--- config.mk ---
export PLATFORM = sky130hd
export DESIGN_NAME = fmap_writeback
export DESIGN_NICKNAME = d
export VERILOG_FILES = /design/src/rtl/cnn_pkg.sv /design/src/rtl/wb_fifo.sv /design/src/rtl/fmap_writeback.sv
export SDC_FILE = /design/constraint.sdc
export NUM_CORES = 1
export LEC_CHECK = 0
export BUFFER_PORTS_ARGS = -buffer_cell sky130_fd_sc_hd__buf_2
export CAP_MARGIN = 40
export CELL_PAD_IN_SITES_DETAIL_PLACEMENT = 1
export CELL_PAD_IN_SITES_GLOBAL_PLACEMENT = 2
export CORE_MARGIN = 5
export CORE_UTILIZATION = 35
export CTS_BUF_LIST = sky130_fd_sc_hd__clkbuf_4
export DETAILED_ROUTE_END_ITERATION = 6
export PLACE_DENSITY_LB_ADDON = 0.15
export SETUP_SLACK_MARGIN = 0.05
export SLEW_MARGIN = 20
export SYNTH_ARGS = -nofsm -noshare
export SYNTH_HDL_FRONTEND = slang
export SYNTH_SLANG_ARGS = --single-unit
--- constraint.sdc ---
create_clock -name clk -period 2.95 [get_ports clk]
set_input_delay 0.295 -clock clk [delete_from_list [all_inputs] [get_ports clk]]
set_output_delay 0.295 -clock clk [all_outputs]
set_load 0.02 [all_outputs]
--- src/rtl/cnn_pkg.sv ---
// Shared CNN datapath definitions: lane geometry, writeback FSM states and the
// round / ReLU / saturate requantizer used by the output stages.
package cnn_pkg;

    localparam int unsigned LANES  = 8;
    localparam int unsigned DATA_W = 16;
    localparam int unsigned OUT_W  = 8;
    localparam int unsigned EXT_W  = DATA_W + 1;

    typedef enum logic [1:0] {IDLE, RUN, DONE} wb_state_t;

    localparam logic signed [EXT_W-1:0] QMAX = EXT_W'((1 << (OUT_W - 1)) - 1);
    localparam logic signed [EXT_W-1:0] QMIN = ~QMAX;

    // One extra bit of headroom keeps the rounding add from overflowing.
    function automatic logic [OUT_W-1:0] requant(
        input logic [DATA_W-1:0] i_x,
        input logic              i_relu,
        input int unsigned       i_shift
    );
        logic signed [EXT_W-1:0] w_ext;
        logic signed [EXT_W-1:0] w_rnd;
        logic signed [EXT_W-1:0] w_q;
        w_ext = $signed({i_x[DATA_W-1], i_x});
        w_rnd = $signed(EXT_W'(1) << (i_shift - 1));
        w_q   = (w_ext + w_rnd) >>> i_shift;
        if (i_relu && w_q[EXT_W-1]) begin
            w_q = '0;
        end
        if (w_q > QMAX) begin
            w_q = QMAX;
        end else if (w_q < QMIN) begin
            w_q = QMIN;
        end
        return w_q[OUT_W-1:0];
    endfunction

endpackage

--- src/rtl/wb_fifo.sv ---
// Synchronous packed-word FIFO with occupancy count; depth must be a power of two.
module wb_fifo #(
    parameter int unsigned WIDTH = 64,
    parameter int unsigned DEPTH = 4
) (
    input  logic                     clk,
    input  logic                     rst,
    input  logic                     i_push,
    input  logic [WIDTH-1:0]         i_data,
    input  logic                     i_pop,
    output logic [WIDTH-1:0]         o_data,
    output logic [$clog2(DEPTH):0]   o_count,
    output logic                     o_empty
);

    localparam int unsigned PTR_W = $clog2(DEPTH);
    localparam int unsigned CNT_W = $clog2(DEPTH) + 1;

    logic [WIDTH-1:0] r_mem [DEPTH];
    logic [PTR_W-1:0] r_wptr;
    logic [PTR_W-1:0] r_rptr;
    logic [CNT_W-1:0] r_count;
    logic             w_push;
    logic             w_pop;

    assign w_push  = i_push && (r_count != CNT_W'(DEPTH));
    assign w_pop   = i_pop && (r_count != '0);
    assign o_data  = r_mem[r_rptr];
    assign o_count = r_count;
    assign o_empty = (r_count == '0);

    // Storage is cleared on reset so the head word reads as zero afterwards.
    always_ff @(posedge clk or negedge rst) begin
        if (!rst) begin
            for (int unsigned i = 0; i < DEPTH; i++) begin
                r_mem[i] <= '0;
            end
            r_wptr  <= '0;
            r_rptr  <= '0;
            r_count <= '0;
        end else begin
            if (w_push) begin
                r_mem[r_wptr] <= i_data;
                r_wptr        <= r_wptr + PTR_W'(1);
            end
            if (w_pop) begin
                r_rptr <= r_rptr + PTR_W'(1);
            end
            case ({w_push, w_pop})
                2'b10:   r_count <= r_count + CNT_W'(1);
                2'b01:   r_count <= r_count - CNT_W'(1);
                default: r_count <= r_count;
            endcase
        end
    end

endmodule

--- src/rtl/fmap_writeback.sv ---
// Output feature-map writeback: requantizes convolution sums to int8, buffers
// packed words and writes them row-major with frame-wrapping address counters.
module fmap_writeback
    import cnn_pkg::*;
#(
    parameter int unsigned LANES      = cnn_pkg::LANES,
    parameter int unsigned DATA_W     = cnn_pkg::DATA_W,
    parameter int unsigned OUT_W      = cnn_pkg::OUT_W,
    parameter int unsigned SHIFT      = 8,
    parameter int unsigned COLS       = 80,
    parameter int unsigned ROWS       = 640,
    parameter int unsigned FIFO_DEPTH = 4,
    parameter int unsigned ADDR_W     = 26
) (
    input  logic                      clk,
    input  logic                      rst,
    input  logic                      in_valid,
    output logic                      in_ready,
    input  logic [LANES*DATA_W-1:0]   in_data,
    input  logic                      relu_en,
    input  logic                      mem_stall,
    output logic                      mem_we,
    output logic [ADDR_W-1:0]         mem_addr,
    output logic [LANES*OUT_W-1:0]    mem_wdata,
    output logic                      busy,
    output logic                      frame_done
);

    localparam int unsigned CNT_W = $clog2(FIFO_DEPTH) + 1;
    localparam int unsigned COL_W = $clog2(COLS + 1);
    localparam int unsigned ROW_W = $clog2(ROWS + 1);

    wb_state_t              r_state;
    logic                   r_s1_valid;
    logic [LANES*OUT_W-1:0] r_s1_data;
    logic [COL_W-1:0]       r_col;
    logic [ROW_W-1:0]       r_row;
    logic [ADDR_W-1:0]      r_addr;

    logic [LANES*OUT_W-1:0] w_q;
    logic [CNT_W-1:0]       w_count;
    logic                   w_empty;
    logic                   w_accept;
    logic                   w_last;

    // Lane k of the input maps to byte k of the output, so res1 lands in the top byte.
    always_comb begin
        w_q = '0;
        for (int unsigned i = 0; i < LANES; i++) begin
            w_q[i*OUT_W +: OUT_W] = requant(in_data[i*DATA_W +: DATA_W], relu_en, SHIFT);
        end
    end

    assign in_ready   = ((w_count + CNT_W'(r_s1_valid)) < CNT_W'(FIFO_DEPTH)) && (r_state != DONE);
    assign w_accept   = in_valid && in_ready;
    assign mem_we     = !w_empty && !mem_stall && (r_state == RUN);
    assign w_last     = (r_col == COL_W'(COLS - 1)) && (r_row == ROW_W'(ROWS - 1));
    assign mem_addr   = r_addr;
    assign busy       = (r_state != IDLE);
    assign frame_done = (r_state == DONE);

    wb_fifo #(
        .WIDTH (LANES * OUT_W),
        .DEPTH (FIFO_DEPTH)
    ) u_fifo (
        .clk     (clk),
        .rst     (rst),
        .i_push  (r_s1_valid),
        .i_data  (r_s1_data),
        .i_pop   (mem_we),
        .o_data  (mem_wdata),
        .o_count (w_count),
        .o_empty (w_empty)
    );

    // mem_addr tracks row*COLS+col incrementally, avoiding a multiplier.
    always_ff @(posedge clk or negedge rst) begin
        if (!rst) begin
            r_state    <= IDLE;
            r_s1_valid <= 1'b0;
            r_s1_data  <= '0;
            r_col      <= '0;
            r_row      <= '0;
            r_addr     <= '0;
        end else begin
            r_s1_valid <= w_accept;
            if (w_accept) begin
                r_s1_data <= w_q;
            end
            case (r_state)
                // Next-frame beats taken before DONE still sit in S1/FIFO on return to IDLE.
                IDLE: begin
                    if (w_accept || r_s1_valid || !w_empty) begin
                        r_state <= RUN;
                    end
                end
                RUN: begin
                    if (mem_we) begin
                        if (w_last) begin
                            r_state <= DONE;
                            r_col   <= '0;
                            r_row   <= '0;
                            r_addr  <= '0;
                        end else begin
                            r_addr <= r_addr + ADDR_W'(1);
                            if (r_col == COL_W'(COLS - 1)) begin
                                r_col <= '0;
                                r_row <= r_row + ROW_W'(1);
                            end else begin
                                r_col <= r_col + COL_W'(1);
                            end
                        end
                    end
                end
                DONE: begin
                    r_state <= IDLE;
                end
                default: begin
                    r_state <= IDLE;
                end
            endcase
        end
    end

endmodule

# Yosys cells after proc, flatten, opt, wreduce, memory -nomap -nowiden
# Cells that the tools add are included.
# word_totals
ff_bits	373
latchBits	0
mem_bits_rw	0
mem_bits_ro	0
in_bits	133
out_inout_bits	94
word_cells	131
mem_count	0
# op_classes
add_sub_neg	16
multipliers	0
n_div	0
order_cmp	20
eq_ne	11
shifts	0
mux	40
n_bitwise	2
reduce_logical	29
# ops
operator	count
$bwmux 256	1
$mux 64	3
$add 16x9->17 const B	8
$gt 17x8->1 const B	8
$lt 17x8->1 const B	8
$mux 17	8
$bmux 64 s2	1
$demux 64 s2	1
$mux 8	16
$add 26x1->26 const B	1
$mux 26	1
$mux 10	2
$logic_and 1x1->1	16
$mux 7	2
$add 10x1->10 const B	1
$eq 10x10->1 const B	1
$add 7x1->7 const B	1
$eq 7x7->1 const B	1
$ge 3x3->1 const B	2
$mux 2	3
$ne 2x2->1 const B	3
$not 2->3	2
$pmux 3 s2	1
$reduce_and 3->1	2
other kinds (18)	25

# Logic depth before layout (Yosys ltp)
# Gate-level depths: netlist of run 1.
# logic_depth
word_depth	8
mapped_depth	11
depth_no_buf	9

# Cells and area by module
# A second synthesis of run 1 with hierarchy kept.
# unflattened
cells_unflattened	1361
area_unflattened_um2	17769.5
# by_module_without_submodules
module	instances	cells_per_inst	area_each_um2	seq_area_each_um2
wb_fifo	1	654	11543.6	6581.3
fmap_writeback	1	707	6226.0	2752.6

# Least setup slack after synthesis of run 1
# No wires, ideal clock.
# synth_path
kind	register -> register
from	register u_fifo.r_count[0], in the netlist u_fifo.o_count[0]
to	register u_fifo.r_count[2], in the netlist u_fifo.o_count[2]
setup_time_ns	0.127
arrival_time_ns	2.219
t_required_ns	2.823
path_slack_ns	0.605
stages_incl_launch_ff	12
path_buffers	2
synth_period_minus_slack_ns	2.345
cell_sequence	dfrtp_1 or3_1 buf_2 nand2_1 clkbuf_1 inv_1 ha_1 inv_1 fa_1 xor2_1 nor2_1 xor2_1
# synth_via
elab_chain_cells	7
word_cells_on_any_way	14
classes_between	add/sub (2); eq/ne (3); mux (1); reduce/logical (8)
# synth_lines
item	line_no	rtl
start, declared	wb_fifo.sv:22	logic [CNT_W-1:0] r_count;
start signal, assigned	wb_fifo.sv:50	2'b10: r_count <= r_count + CNT_W'(1);
start signal, assigned	wb_fifo.sv:51	2'b01: r_count <= r_count - CNT_W'(1);
start signal, assigned	wb_fifo.sv:52	default: r_count <= r_count;
$logic_not 3->1	wb_fifo.sv:30	assign o_empty = (r_count == '0);
$logic_not 1->1	fmap_writeback.sv:56	assign mem_we = !w_empty && !mem_stall && (r_state == RUN);
$logic_and 1x1->1 (2 in series)	fmap_writeback.sv:56	
$logic_and 1x1->1 *	wb_fifo.sv:27	assign w_pop = i_pop && (r_count != '0);
net u_fifo.w_pop	wb_fifo.sv:24	logic w_pop;
$eq 2x1->1 or $eq 2x2->1 (tied branches)	wb_fifo.sv:49	case ({w_push, w_pop})
$pmux 3 s2 or $reduce_bool 2->1 (tied branches)	n/a	
# The timed path passes the listed nets; every way through them passes the cells marked *.
# A chain may end at the register's enable or synchronous reset.

# Final worst setup path of run 1
# layout_path
from	register u_fifo.r_count[2], in the netlist u_fifo.o_count[2]
to	register r_s1_data[21]
# layout_via
elab_chain_cells	4
# layout_lines
item	line_no	rtl
$add 3x1->3	fmap_writeback.sv:54	assign in_ready = ((w_count + CNT_W'(r_s1_valid)) < CNT_W'(FIFO_DEPTH)) && (r_state != DONE);
$lt 3x3->1	fmap_writeback.sv:54	
$logic_and 1x1->1	fmap_writeback.sv:54	
$logic_and 1x1->1	fmap_writeback.sv:55	assign w_accept = in_valid && in_ready;
end signal, assigned	fmap_writeback.sv:88	r_s1_data <= w_q;
end, declared	fmap_writeback.sv:35	logic [LANES*OUT_W-1:0] r_s1_data;
# No other way between the ends.

==> impl_metrics.csv, run 1 <==
group,metric,value,unit
sta,rsz0062_at_grt,"yes",
die,start_util,35.1,%
global_routing,grt_pass1_vias,15000,
die,die_w,236,um
power_and_ir_drop,power_density,1030,mW/mm^2
cts,numCtsBuffers,106,
cts,cts_tree,"yes",
synthesis,yosysWarnings,0,
global_routing,grt_pass1_wl,83100,um
flow_run,drv_cap,0,
placement,io_buffer_count,170,
die,num_rows,83,
synthesis,yosys-top-cells-count,"dfrtp_1 (373), mux2_2 (256), a21oi_1 (78)",
cts,cts.path.max_buffers,3,
die,die_h,236,um
power_and_ir_drop,leakage,9.88,nW
synthesis,synth_cell_types,60,
die,pin_count,227,
setup_path,crit_family,"buffers and inverters",
global_routing,grt_max_degree,79,
synthesis,ys_ff_latch,373,
die,dieArea,0.0558,mm^2
global_routing,antenna_found_initial,3,
run_status,status,"finished clean",
routing,detail-route-antenna-nets,0,
routing,detail_route.vias_per_cell,5.24,
placement,place.gp.congestion,0.775,
sta,setup_violations,0,
sta,slew_viol_final,0,
final_layout,area_growth,26.0,%
sta,finalHoldViolations,0,
synthesis,synth_most_common_cell,"dfrtp_1",
die,core_area,0.0510,mm^2
cts,cts_root_buf,"clkbuf_4",
setup_path,cp-start-kind,"register",
cts,h-tree-depth,3,
synthesis,synthFlopType,"dfrtp_1",
synthesis,ys_seq_area_share,52.1,%
placement,dp_slack,0.596,ns
final_layout,drive_gt1_share,38.7,%
final_layout,nets,1945,
sta,tightest_slew,0.726,ns
synthesis,yosys-top-cells-area,"dfrtp_1 (52%), mux2_2 (16%), mux4_2 (8.0%)",
routing,vias,13400,
setup_path,cp_slowest_cell,"dlygate4sd3_1",
sta,max_freq,369,MHz
cts,clk-insertion-delay-late,0.79,ns
placement,dp_hpwl,33000,um
routing,drt_iter0_markers,437,
setup_path,end_kind,"register",
sta,period_minus_slack,2.71,ns
synthesis,syn_area_per_cell,12.6,um^2
synthesis,synth_top_area_share,52.1,%
sta,worst_slack,0.243,ns
setup_path,worstPathArrival,3.40,ns
cts,cts.sink_count,373,
cts,path_clk_slew,0.06,ns
global_routing,grt_use_total,18.3,%
setup_path,critPathMaxStageDelay,0.56,ns
synthesis,syn_nets,1574,
final_layout,fillers,5457,
sta,clock_skew,0.0440,ns
setup_path,crit_path_cell_trace,"and4_1 > o211ai_1 > buf_4 > buf_4 > a21oi_1 > a31oi_1 > dlygate4sd3_1",
sta,setup_tns,0,ns
sta,relSlewSlack,51.2,%
routing,first_pass_iters,4,
setup_path,critPathMostFrequentCell,"buf_4",
sta,min_period_over_period,91.8,%
worst_hold_path,min_path_type,"input pin to asynchronous set/reset pin",
routing,wire_per_inst,19.8,um
routing,drc_errors,0,
synthesis,syn_inst,1424,
global_routing,grt_overflow,0,
setup_path,crit_required,3.64,ns
setup_path,crit_type,"register to register",
setup_path,path_max_fanout,12,
final_layout,final_util,44.3,%
synthesis,synth-edff-count,0,
synthesis,yosysTopAreaCell,"dfrtp_1",
synthesis,synthesis.area,0.0179,mm^2
routing,wirelength,50600,um
synthesis,async_flop_share,100,%
power_and_ir_drop,vdd_drop_max,0.566,mV
setup_path,path_buf_inv,3,
==> final timing paths <==
check / start / to / slack, ns / cells past startpoint
min: rst / mem_addr[10] / 0.10 / 2
max: u_fifo.o_count[2] / r_s1_data[21] / 0.24 / 7
min in group clk: in_data[41] / r_s1_data[19] / 0.13 / 5
max reg2reg: u_fifo.o_count[2] / r_s1_data[21] / 0.24 / 7
max in group asynchronous: rst / u_fifo.r_mem[112] / 1.87 / 4
min reg2reg: r_row[6] / r_row[6] / 0.47 / 1
==> area by class of cell <==
cell class                 count  area, um^2  share of cell area, %
sequential                   373        9340                   41.4
clock buffer                 166        1250                   5.52
tap                          680         851                   3.77
clock inverter                26         151                  0.670
inverter                      26         104                  0.460
multi-input combinational    952        8230                   36.5
timing repair buffer         336        2650                   11.7
antenna                        3        7.51                 0.0332
==> kinds of logic after synthesis <==
| group | Yosys count | share of synthesized area (%) |
|---|---|---|
| AO/OA/AOI/OAI | 254 | 8.90 |
| XOR/XNOR | 39 | 1.91 |
| adder cells (fa/ha/maj) | 17 | 1.23 |
| buffers and inverters | 99 | 2.16 |
| flip-flops | 373 | 52.1 |
| multiplexers | 326 | 24.5 |
| AND/OR/NAND/NOR | 316 | 9.26 |
==> registers in the layout (all words and copies together) (netlist names) <==
| signal | cells |
|---|---|
| u_fifo.r_rptr | 2 |
| r_row | 10 |
| u_fifo.r_mem | 256 |
| r_col | 7 |
| r_s1_data | 64 |
| u_fifo.r_wptr | 2 |
| r_state | 2 |
| u_fifo.o_count | 3 |
| r_s1_valid | 1 |
| mem_addr | 26 |
==> layout by cell type, fill, tap and decap left out, drive strengths merged, types with 10 or more instances in the layout <==
master | Yosys | final
dfrtp | 373 | 373
mux2 | 256 | 256
buf | 15 | 215
clkbuf | 58 | 166
dlygate4sd3 | 0 | 121
a21oi | 80 | 80
nand2 | 72 | 72
nor2 | 65 | 65
mux4 | 64 | 64
o21ai | 51 | 51
nand3 | 41 | 41
o31ai | 36 | 36
inv | 26 | 29
xnor2 | 24 | 24
nor3 | 24 | 24
clkinv | 0 | 20
nand4 | 19 | 19
o22ai | 18 | 18
or4 | 18 | 18
nor4 | 16 | 16
and3 | 16 | 16
ha | 16 | 16
xor2 | 15 | 15
a31oi | 14 | 14
o21a | 12 | 12
or3 | 10 | 10
==> repair_timing <==
item	4_1_cts	5_1_grt
endpoints found under the hold margin	353	0
resized for setup	2	3
setup buffers	8	0
hold buffers	121	0
setup endpoints to repair	52	7
==> stage by stage <==
stage                     area (um^2)  hold slack [ns]  total power (W)  cells
after floorplan                 17900        -0.000591           0.0148   1424
after global placement          19900            0.350           0.0178   2238
after detailed placement        19900            0.356           0.0182   2238
after CTS                       22600          0.00869           0.0237   2559
after global routing            22600           0.0453           0.0249   2561
final                           22600            0.101           0.0232   2562
==> power breakdown <==
group / leakage [nW] / internal (W) / switching (W)
logic: 4.49 / 0.00470 / 0.00457
clock network: 0.843 / 0.00271 / 0.00222
registers: 4.55 / 0.00743 / 0.00159
==> metal layers <==
layer  track usage (%)  part of all wire, %  vias to the layer above
met2              31.2                   50                      235
met4              5.60                  1.9                        2
met3              3.95                  4.1                       70
li1                  -                    -                     6212
met1              23.5                   44                     6911
met5                 0                0.026                        -
Note: power is estimated with default switching activity, not from simulation.
==> run 2: changes to the inputs <==
--- a/config.mk
+++ b/config.mk
@@ -5,6 +5,7 @@
 export SDC_FILE = /design/constraint.sdc
 export NUM_CORES = 1
 export LEC_CHECK = 0
+export ABC_AREA = 1
 export BUFFER_PORTS_ARGS = -buffer_cell sky130_fd_sc_hd__buf_2
 export CAP_MARGIN = 40
 export CELL_PAD_IN_SITES_DETAIL_PLACEMENT = 1
@@ -12,6 +13,7 @@
 export CORE_MARGIN = 5
 export CORE_UTILIZATION = 35
 export CTS_BUF_LIST = sky130_fd_sc_hd__clkbuf_4
+export CTS_CLUSTER_DIAMETER = 50
 export DETAILED_ROUTE_END_ITERATION = 6
 export PLACE_DENSITY_LB_ADDON = 0.15
 export SETUP_SLACK_MARGIN = 0.05
==> impl_metrics.csv, run 2 <==
group,metric,value,unit
die,pin_count,227,
synthesis,ys_seq_area_share,48.7,%
placement,dpl_cell_area,0.0209,mm^2
placement,io_buffer_count,170,
sta,relSlewSlack,40.2,%
placement,place_inst,3347,
global_routing,grtUsageMet3,3.56,%
synthesis,syn_nets,2733,
die,core_area,0.0540,mm^2
sta,clock_skew,0.0543,ns
power_and_ir_drop,power_switching,0.0115,W
global_routing,grt_pass1_vias,20200,
final_layout,final_util,43.9,%
power_and_ir_drop,vdd_drop_max,0.489,mV
cts,cts_root_buf,"clkbuf_4",
placement,place.gp.congestion,0.821,
routing,detail_route.vias_per_cell,5.16,
synthesis,yosysTopAreaCell,"dfrtp_1",
power_and_ir_drop,power_density,1050,mW/mm^2
cts,path_clk_slew,0.07,ns
die,dieArea,0.0595,mm^2
power_and_ir_drop,sequentialPowerShare,35.5,%
cts,cts_tree,"yes",
synthesis,yosysWarnings,0,
routing,wirelength,69000,um
sta,finalHoldViolations,0,
routing,vias,18900,
sta,min_period_over_period,94.4,%
global_routing,antenna_found_initial,4,
global_routing,met1_usage,28.3,%
sta,whs,0.0687,ns
die,die_h,244,um
routing,detail-route-antenna-nets,0,
setup_path,crit_required,2.65,ns
setup_path,worstPathArrival,2.49,ns
synthesis,syn_area_per_cell,7.42,um^2
setup_path,crit_type,"register to primary output",
sta,period_minus_slack,2.79,ns
setup_path,path_max_fanout,30,
power_and_ir_drop,internal-power,0.0135,W
setup_path,end_kind,"primary output",
final_layout,largest_reg_flops,256,
synthesis,synth_most_common_cell,"nand2_1",
synthesis,synth_top_area_share,48.7,%
final_layout,final_common_cell,"nand2_1",
final_layout,area_growth,23.8,%
final_layout,layout_common_cells,"nand2_1 (961), o21ai_0 (422), dfrtp_1 (369)",
global_routing,grt_use_total,22.4,%
global_routing,global_route.usage.met2,40.3,%
setup_path,crit_family,"buffers and inverters",
sta,slew_viol_final,0,
sta,tightest_slew,0.897,ns
power_and_ir_drop,sw_frac_of_total,46.1,%
flow_run,drv_cap,0,
routing,first_pass_iters,5,
run_status,status,"finished clean",
cts,clk-insertion-delay-late,0.84,ns
die,num_rows,85,
routing,drc_errors,0,
synthesis,ys_ff_latch,373,
die,die_w,244,um
power_and_ir_drop,leakage,12.1,nW
synthesis,yosys-top-cells-count,"nand2_1 (961), o21ai_0 (422), dfrtp_1 (373)",
synthesis,synthFlopType,"dfrtp_1",
synthesis,yosys-top-cells-area,"dfrtp_1 (49%), nand2_1 (19%), o21ai_0 (11%)",
setup_path,cp_slowest_cell,"dfrtp_4",
global_routing,grt_overflow,0,
cts,cts.sink_count,373,
global_routing,grt_max_degree,174,
worst_hold_path,min_path_type,"input pin to register",
global_routing,gr-max-usage-layer,"met2",
cts,numCtsBuffers,106,
cts,h-tree-depth,3,
synthesis,synth_cell_types,35,
sta,max_freq,359,MHz
placement,dp_hpwl,40400,um
setup_path,path_buf_inv,3,
synthesis,syn_inst,2583,
routing,drt_iter0_markers,880,
global_routing,grt_pass1_wl,109000,um
sta,rsz0062_at_grt,"no",
sta,setup_tns,0,ns
synthesis,synthesis.area,0.0192,mm^2
final_layout,nets,3026,
final_layout,final_area,0.0237,mm^2
final_layout,instances_no_fill,3658,
final_layout,regMostFlops,"u_fifo.r_mem",
routing,wire_per_inst,18.9,um
final_layout,drive_gt1_share,14.7,%
power_and_ir_drop,combinationalPowerShare,44.1,%
die,start_util,35.5,%
sta,setup_violations,0,
synthesis,async_flop_share,100,%
power_and_ir_drop,pwr-share-clk,20.4,%
setup_path,crit_path_cell_trace,"inv_8 > buf_16 > o21ai_0 > o22ai_1 > buf_2",
final_layout,fillers,6787,
synthesis,synth-edff-count,0,
setup_path,cp-start-kind,"register",
setup_path,critPathMaxStageDelay,0.56,ns
cts,cts.path.max_buffers,3,
run 2: changes by cell type in the layout (fill, tap and decap cells not counted), sizes merged, moves of 27 or more:
cell / before / now
nor2: 65 / 227
o31ai: 36 / 9
mux4: 64 / 0
a21oi: 80 / 14
o22ai: 18 / 64
mux2: 256 / 0
nand2: 72 / 962
nand3: 41 / 109
inv: 29 / 129
o21ai: 51 / 422
run 2: stage by stage:
step                total power, W  worst slack (ns)
floorplan                   0.0149             0.785
global placement            0.0189             0.782
detailed placement          0.0194             0.752
CTS                         0.0250           0.00835
global route                0.0269            0.0558
finish                      0.0250             0.164
run 2: layer usage:
layer / up-vias / part of all wire, %
met4: 2 / 2.0
li1: 9056 / -
met2: 315 / 50
met3: 114 / 3.3
met1: 9384 / 45
met5: - / 0.019
run 2: path summary, 6_finish.rpt:
| path | start | endpoint | slack, ns | cells after the start |
|---|---|---|---|---|
| worst max-delay path | u_fifo.r_rptr[0] | mem_wdata[15] | 0.16 | 5 |
| worst min-delay path | in_data[44] | r_s1_data[20] | 0.07 | 8 |
| worst max register to register | u_fifo.o_count[2] | r_s1_data[9] | 0.53 | 9 |
| worst min register to register | u_fifo.r_mem[185] | u_fifo.r_mem[185] | 0.49 | 2 |
| max in group asynchronous | rst | u_fifo.r_rptr[0] | 1.83 | 4 |
| min in group asynchronous | rst | u_fifo.r_mem[22] | 0.47 | 3 |
run 2: logic make-up after synthesis:
logic type	synth area share (%)
flops	48.7
fa+ha+maj	1.15
buf+inv	5.67
compound gates	14.2
xor+xnor	1.69
simple gates	28.5
run 2: power groups by stage:
stage | logic (W) | clock network (W) | registers, W
2_1_floorplan | 0.00643 | 0 | 0.00843
3_3_place_gp | 0.0101 | 0 | 0.00880
3_5_place_dp | 0.0105 | 0 | 0.00891
4_1_cts | 0.0109 | 0.00529 | 0.00882
5_1_grt | 0.0122 | 0.00557 | 0.00912
6_report | 0.0110 | 0.00510 | 0.00886
run 2: tightest hold or removal path, stage by stage:
cell and delay [ns]:
buf_2 0.12, nand3_1 0.07, nand2_1 0.07, inv_1 0.04, nand3_1 0.07, nand2_1 0.05
nand2_1 0.09, nand2_1 0.06
run 2: what timing repair did:
item / 4_1_cts / 5_1_grt
resized for setup: 18 / 8
cloned: 0 / 3
hold endpoints to repair: 440 / 0
setup buffers: 1 / 0
setup endpoints to repair: 47 / 35
hold buffers: 112 / 0
run 2: area by class of cell:
type                       instances  area [um^2]  share of cell area (%)
multi-input combinational       1936         8870                    37.4
inverter                         128          490                    2.07
clock buffer                     167         1250                    5.28
antenna                            3         7.51                  0.0316
sequential                       373         9340                    39.4
timing repair buffer             331         2720                    11.5
tap                              696          871                    3.67
clock inverter                    24          170                   0.717
